## src/rtl/level_key_pkg.sv

```systemverilog
// Shared types and cycle constants for the KEY-to-step-pulse controller.
package level_key_pkg;

    typedef enum logic [1:0] {
        IDLE = 2'd0,
        INC  = 2'd1,
        DEC  = 2'd2,
        LOCK = 2'd3
    } state_t;

    // Board timing at 50 MHz: 10 ms debounce, 0.5 s first repeat, 0.1 s repeat rate
    localparam int DEF_DEBOUNCE_CYC   = 500000;
    localparam int DEF_REPEAT_DLY_CYC = 25000000;
    localparam int DEF_REPEAT_CYC     = 5000000;

    // Shortened timing so simulation stays fast
    localparam int SIM_DEBOUNCE_CYC   = 4;
    localparam int SIM_REPEAT_DLY_CYC = 10;
    localparam int SIM_REPEAT_CYC     = 3;

    function automatic int max2(input int a, input int b);
        return (a > b) ? a : b;
    endfunction

endpackage

```

## src/rtl/key_debounce.sv

```systemverilog
// Synchronizes one raw active-low key into the clock domain and debounces it.
module key_debounce
    import level_key_pkg::*;
#(
    parameter int DEBOUNCE_CYC = DEF_DEBOUNCE_CYC
) (
    input  logic clk,
    input  logic rst,
    input  logic key_n,
    output logic pressed
);

    localparam int               CNT_W = $clog2(DEBOUNCE_CYC);
    localparam logic [CNT_W-1:0] LAST  = CNT_W'(DEBOUNCE_CYC - 1);

    logic             ff1;
    logic             ff2;
    logic             db;
    logic [CNT_W-1:0] cnt;

    // The debounced level only follows ff2 once it has disagreed for DEBOUNCE_CYC cycles
    always_ff @(posedge clk or posedge rst) begin
        if (rst) begin
            ff1 <= 1'b1;
            ff2 <= 1'b1;
            db  <= 1'b1;
            cnt <= '0;
        end else begin
            ff1 <= key_n;
            ff2 <= ff1;
            if (ff2 == db) begin
                cnt <= '0;
            end else if (cnt == LAST) begin
                db  <= ff2;
                cnt <= '0;
            end else begin
                cnt <= cnt + CNT_W'(1);
            end
        end
    end

    assign pressed = ~db;

endmodule

```

## src/rtl/level_key_ctrl.sv

```systemverilog
// Turns two debounced KEY buttons into one-cycle inc/dec pulses with auto-repeat
// and a lockout while both keys are held.
module level_key_ctrl
    import level_key_pkg::*;
#(
    parameter int DEBOUNCE_CYC   = DEF_DEBOUNCE_CYC,
    parameter int REPEAT_DLY_CYC = DEF_REPEAT_DLY_CYC,
    parameter int REPEAT_CYC     = DEF_REPEAT_CYC
) (
    input  logic clk,
    input  logic rst,
    input  logic key_inc_n,
    input  logic key_dec_n,
    output logic inc,
    output logic dec,
    output logic busy
);

    localparam int               RPT_W     = $clog2(max2(REPEAT_DLY_CYC, REPEAT_CYC));
    localparam logic [RPT_W-1:0] RPT_FIRST = RPT_W'(REPEAT_DLY_CYC - 1);
    localparam logic [RPT_W-1:0] RPT_NEXT  = RPT_W'(REPEAT_CYC - 1);

    logic             p_i;
    logic             p_d;
    state_t           state;
    logic [RPT_W-1:0] rpt;

    key_debounce #(.DEBOUNCE_CYC(DEBOUNCE_CYC)) u_db_inc (
        .clk     (clk),
        .rst     (rst),
        .key_n   (key_inc_n),
        .pressed (p_i)
    );

    key_debounce #(.DEBOUNCE_CYC(DEBOUNCE_CYC)) u_db_dec (
        .clk     (clk),
        .rst     (rst),
        .key_n   (key_dec_n),
        .pressed (p_d)
    );

    // Pulses default low every cycle so each one is exactly one cycle wide
    always_ff @(posedge clk or posedge rst) begin
        if (rst) begin
            state <= IDLE;
            rpt   <= '0;
            inc   <= 1'b0;
            dec   <= 1'b0;
            busy  <= 1'b0;
        end else begin
            inc <= 1'b0;
            dec <= 1'b0;
            case (state)
                IDLE: begin
                    if (p_i && p_d) begin
                        state <= LOCK;
                        busy  <= 1'b1;
                    end else if (p_i) begin
                        state <= INC;
                        inc   <= 1'b1;
                        rpt   <= RPT_FIRST;
                        busy  <= 1'b1;
                    end else if (p_d) begin
                        state <= DEC;
                        dec   <= 1'b1;
                        rpt   <= RPT_FIRST;
                        busy  <= 1'b1;
                    end else begin
                        busy  <= 1'b0;
                    end
                end
                INC: begin
                    if (!p_i) begin
                        state <= IDLE;
                        busy  <= 1'b0;
                    end else if (p_d) begin
                        state <= LOCK;
                    end else if (rpt == '0) begin
                        inc   <= 1'b1;
                        rpt   <= RPT_NEXT;
                    end else begin
                        rpt   <= rpt - RPT_W'(1);
                    end
                end
                DEC: begin
                    if (!p_d) begin
                        state <= IDLE;
                        busy  <= 1'b0;
                    end else if (p_i) begin
                        state <= LOCK;
                    end else if (rpt == '0) begin
                        dec   <= 1'b1;
                        rpt   <= RPT_NEXT;
                    end else begin
                        rpt   <= rpt - RPT_W'(1);
                    end
                end
                LOCK: begin
                    // Only leave once both keys are released, so a half-release stays silent
                    if (!p_i && !p_d) begin
                        state <= IDLE;
                        busy  <= 1'b0;
                    end
                end
                default: begin
                    state <= IDLE;
                    busy  <= 1'b0;
                end
            endcase
        end
    end

endmodule
```

## config.mk

```make
export PLATFORM = sky130hd
export DESIGN_NAME = level_key_ctrl
export DESIGN_NICKNAME = d
export VERILOG_FILES = /design/src/rtl/level_key_pkg.sv /design/src/rtl/key_debounce.sv /design/src/rtl/level_key_ctrl.sv
export SDC_FILE = /design/constraint.sdc
export NUM_CORES = 1
export LEC_CHECK = 0
export ABC_AREA = 1
export CAP_MARGIN = 10
export CORE_ASPECT_RATIO = 1.5
export CORE_MARGIN = 4
export CORE_UTILIZATION = 46
export CTS_CLUSTER_SIZE = 10
export DETAILED_ROUTE_END_ITERATION = 7
export GPL_TIMING_DRIVEN = 0
export PLACE_DENSITY = 0.72
export RECOVER_POWER = 50
export SLEW_MARGIN = 15
export SYNTH_ARGS = -nofsm -noshare
export SYNTH_HDL_FRONTEND = slang
export SYNTH_SLANG_ARGS = --single-unit
export TNS_END_PERCENT = 5
```

## constraint.sdc

```tcl
create_clock -name clk -period 3.3 [get_ports clk]
set_input_delay 0.495 -clock clk [delete_from_list [all_inputs] [get_ports clk]]
set_output_delay 0.495 -clock clk [all_outputs]
set_load 0.05 [all_outputs]
```

==> impl_metrics.tcl <==
set metrics [dict create \
    fill_cells 832 \
    crit_type "register to primary output" \
    grtUsageTotal_pct 18.5 \
    io_pins 7 \
    startpoint_type "register" \
    dpl.hpwl_um 7070 \
    fin_crit_sh_pct 60.4 \
    path_max_fanout 2 \
    fmax_mhz 502 \
    synth_area_leaders "dfrtp_1 (40%), nand2_1 (13%), nor2_1 (11%)" \
    status "finished, final reports clean" \
    postSynthAreaPerCell_um2 7.19 \
    final_common_cell "nand2_1" \
    cap_violations 0 \
    yosys_warnings 0 \
    min-delay-start "u_db_inc.ff1$_DFF_PP1_" \
    slowest_stage "clkdlybuf4s50_1" \
    yosysTopAreaCell "dfrtp_1" \
    synth_fp_nets 607 \
    grt_max_degree 62 \
    die_h_um 126 \
    syn2layout_area_growth_pct 11.9 \
    synth_top_area_share_pct 39.7 \
    final_antenna_net_count 0 \
    slew_headroom_pct 52.9 \
    vias 3875 \
    required_ns 2.80 \
    drive_gt1_share_pct 6.30 \
    clock-sinks 74 \
    cts_hold_buf 0 \
    grt_pass1_wl_um 16200 \
    cts_buffers 9 \
    leakage_uw 0.00228 \
    rsz0062_at_grt "false" \
    post_cts_resized 0 \
    finalSetupViolCount 0 \
    worst_pin_slew_ns 0.702 \
    core_um2 8990 \
    whs_ns 0.353 \
    arrival_ns 1.50 \
    route.detailed.drc 0 \
    layout_common_cells "nand2_1 (152), nor2_1 (126), inv_1 (69), dfrtp_1 (68), nand3_1 (43)" \
    clk_path_buf_depth 2 \
    rr_startpoint "rpt[0]$_DFFE_PP0P_" \
    drt_wl_total_um 9360 \
    holdPathStages 0 \
    drtPass1Iterations 5 \
    cp_top_family "buffers and inverters" \
    cts_root_buffer "clkbuf_16" \
    critical_path.cell_chain "clkdlybuf4s50_1" \
    hold_violations 0 \
    clock_skew_ns 0.00785 \
    syn_inst 596 \
    place.gp.congestion 0.985 \
    antennaDiodeCount 0 \
    min_path_type "register to register" \
    reg2regPathDepth 9 \
    rows 42 \
    r2r_end "rpt[7]$_DFFE_PP0P_" \
    path_clk_slew_ns 0.06 \
    worstHoldEndpoint "u_db_inc.ff2$_DFF_PP1_" \
    initial_utilization_pct 47.7 \
    syn_area_um2 4290 \
    cp_num_buf_inv 1 \
    yosysUniqueCellTypes 31 \
    grt_pass1_vias 3836 \
    io_buffers 6 \
    avgRoutedWirePerCell_um 12.8 \
    endpoint_kind "primary output" \
    r2r_slack_ns 1.39 \
    htree_levels 3 \
    irDropWorstVdd_mv 0.261 \
    min_period_ns 1.99 \
    post_cts_buffers 0 \
    max_stage_delay_ns 0.82 \
    die_w_um 86.8 \
    dieArea_um2 11000 \
    nNetsFinal 625 \
    total_power_uw 1890 \
    first_iter_violations 300 \
    cts_tree "done" \
    ys_seq_area_share_pct 43.4 \
    worst_skew_pair.late_latency_ns 0.34 \
    pwr_density_cell_nw_per_um2 395 \
    ys_ff_latch 74 \
    grt.overflow.total 0 \
    grt_antenna_before_repair 0 \
    via_per_inst 5.32 \
    slew_viol_final 0 \
]
-- through the flow --
step | cell area (µm²) | TNS (ns) | setup WS (ns) | util, % | cells
after floorplan | 4290 | 0 | 0.933 | - | 596
after global placement | 4480 | -20.11 | -0.302 | 49.9 | 712
after detailed placement | 4510 | 0 | 1.38 | 50.2 | 713
after CTS | 4800 | 0 | 1.27 | 53.4 | 729
after global routing | 4800 | 0 | 1.23 | 53.4 | 729
final | 4800 | 0 | 1.31 | 53.4 | 729
-- registers in the layout, indices dropped and copies added (netlist names) --
register and flops:
u_db_inc.ff2 1, u_db_dec.db 1, u_db_inc.ff1 1, u_db_inc.cnt 19, dec 1, rpt 25, u_db_inc.db 1, u_db_dec.cnt 19
u_db_dec.ff1 1, state 2, inc 1, u_db_dec.ff2 1, busy 1
-- where the power goes --
group	switching, µW	leakage [µW]	total, µW	internal (µW)
Combinational	34.0	0.00115	47.3	13.3
Sequential	6.74	0.000992	925	918
Clock	373	0.000139	921	549
-- per-layer routing --
| metal | up-vias | track usage [%] | part of all wire, % |
|---|---|---|---|
| li1 | 1933 | - | - |
| met4 | 0 | 10.8 | 3.9 |
| met3 | 31 | 4.05 | 2.7 |
| met2 | 91 | 32.3 | 52 |
| met1 | 1820 | 19.9 | 41 |
| met5 | - | 0 | 0 |
-- worst max path at each step --
stage                                       endpoint  cells after the start  slack [ns]                from
after global routing              rpt[6]$_DFFE_PP0P_                      9        1.23  rpt[0]$_DFFE_PP0P_
after detailed placement          rpt[6]$_DFFE_PP0P_                      9        1.38  rpt[0]$_DFFE_PP0P_
after CTS                                       busy                      1        1.27    busy$_DFFE_PP0P_
final                                           busy                      1        1.31    busy$_DFFE_PP0P_
after global placement    u_db_inc.cnt[14]$_DFF_PP0_                      2       -0.30                 rst
after floorplan                     busy$_DFFE_PP0P_                      1        0.93                 rst
-- kinds of logic after synthesis --
kind of cell / count (synthesis) / share of synthesized area (%)
DFF: 74 / 43.4
buffers and inverters: 78 / 7.15
AOI/OAI and AO/OA: 37 / 4.85
and+or+nand+nor: 374 / 37.3
xor gates and xnor gates: 26 / 5.31
adders and majority gates: 7 / 2.04
-- synthesized netlist by cell type --
| master | instances |
|---|---|
| nand2_1 | 152 |
| nor2_1 | 126 |
| inv_1 | 70 |
| dfrtp_1 | 68 |
| nand3_1 | 43 |
| nand4_1 | 22 |
| xor2_1 | 21 |
| nor3_1 | 16 |
| o21ai_0 | 14 |
| a21oi_1 | 12 |
| ha_1 | 7 |
| dfstp_2 | 6 |
| xnor2_1 | 5 |
| nand3b_1 | 4 |
| nor2_4 | 4 |
| a31oi_1 | 3 |
| buf_2 | 2 |
| inv_2 | 2 |
| nand2_2 | 2 |
| nor2_2 | 2 |
| nor3b_1 | 2 |
| o21ai_2 | 2 |
| o21bai_1 | 2 |
| o22ai_1 | 2 |
| buf_4 | 1 |
| buf_6 | 1 |
| clkbuf_1 | 1 |
| clkinv_1 | 1 |
| nor4_1 | 1 |
| o21ai_1 | 1 |
| o32ai_1 | 1 |
-- cell type report --
cell class / count / area, µm² / area share (%)
timing repair buffer: 7 / 87.6 / 1.83
clock inverter: 4 / 26.3 / 0.548
clock buffer: 12 / 256 / 5.35
inverter: 73 / 275 / 5.74
sequential: 74 / 1860 / 38.8
tap: 110 / 138 / 2.87
buffer: 5 / 32.5 / 0.678
multi-input combinational: 444 / 2120 / 44.2
(Power assumes the default switching activity.)
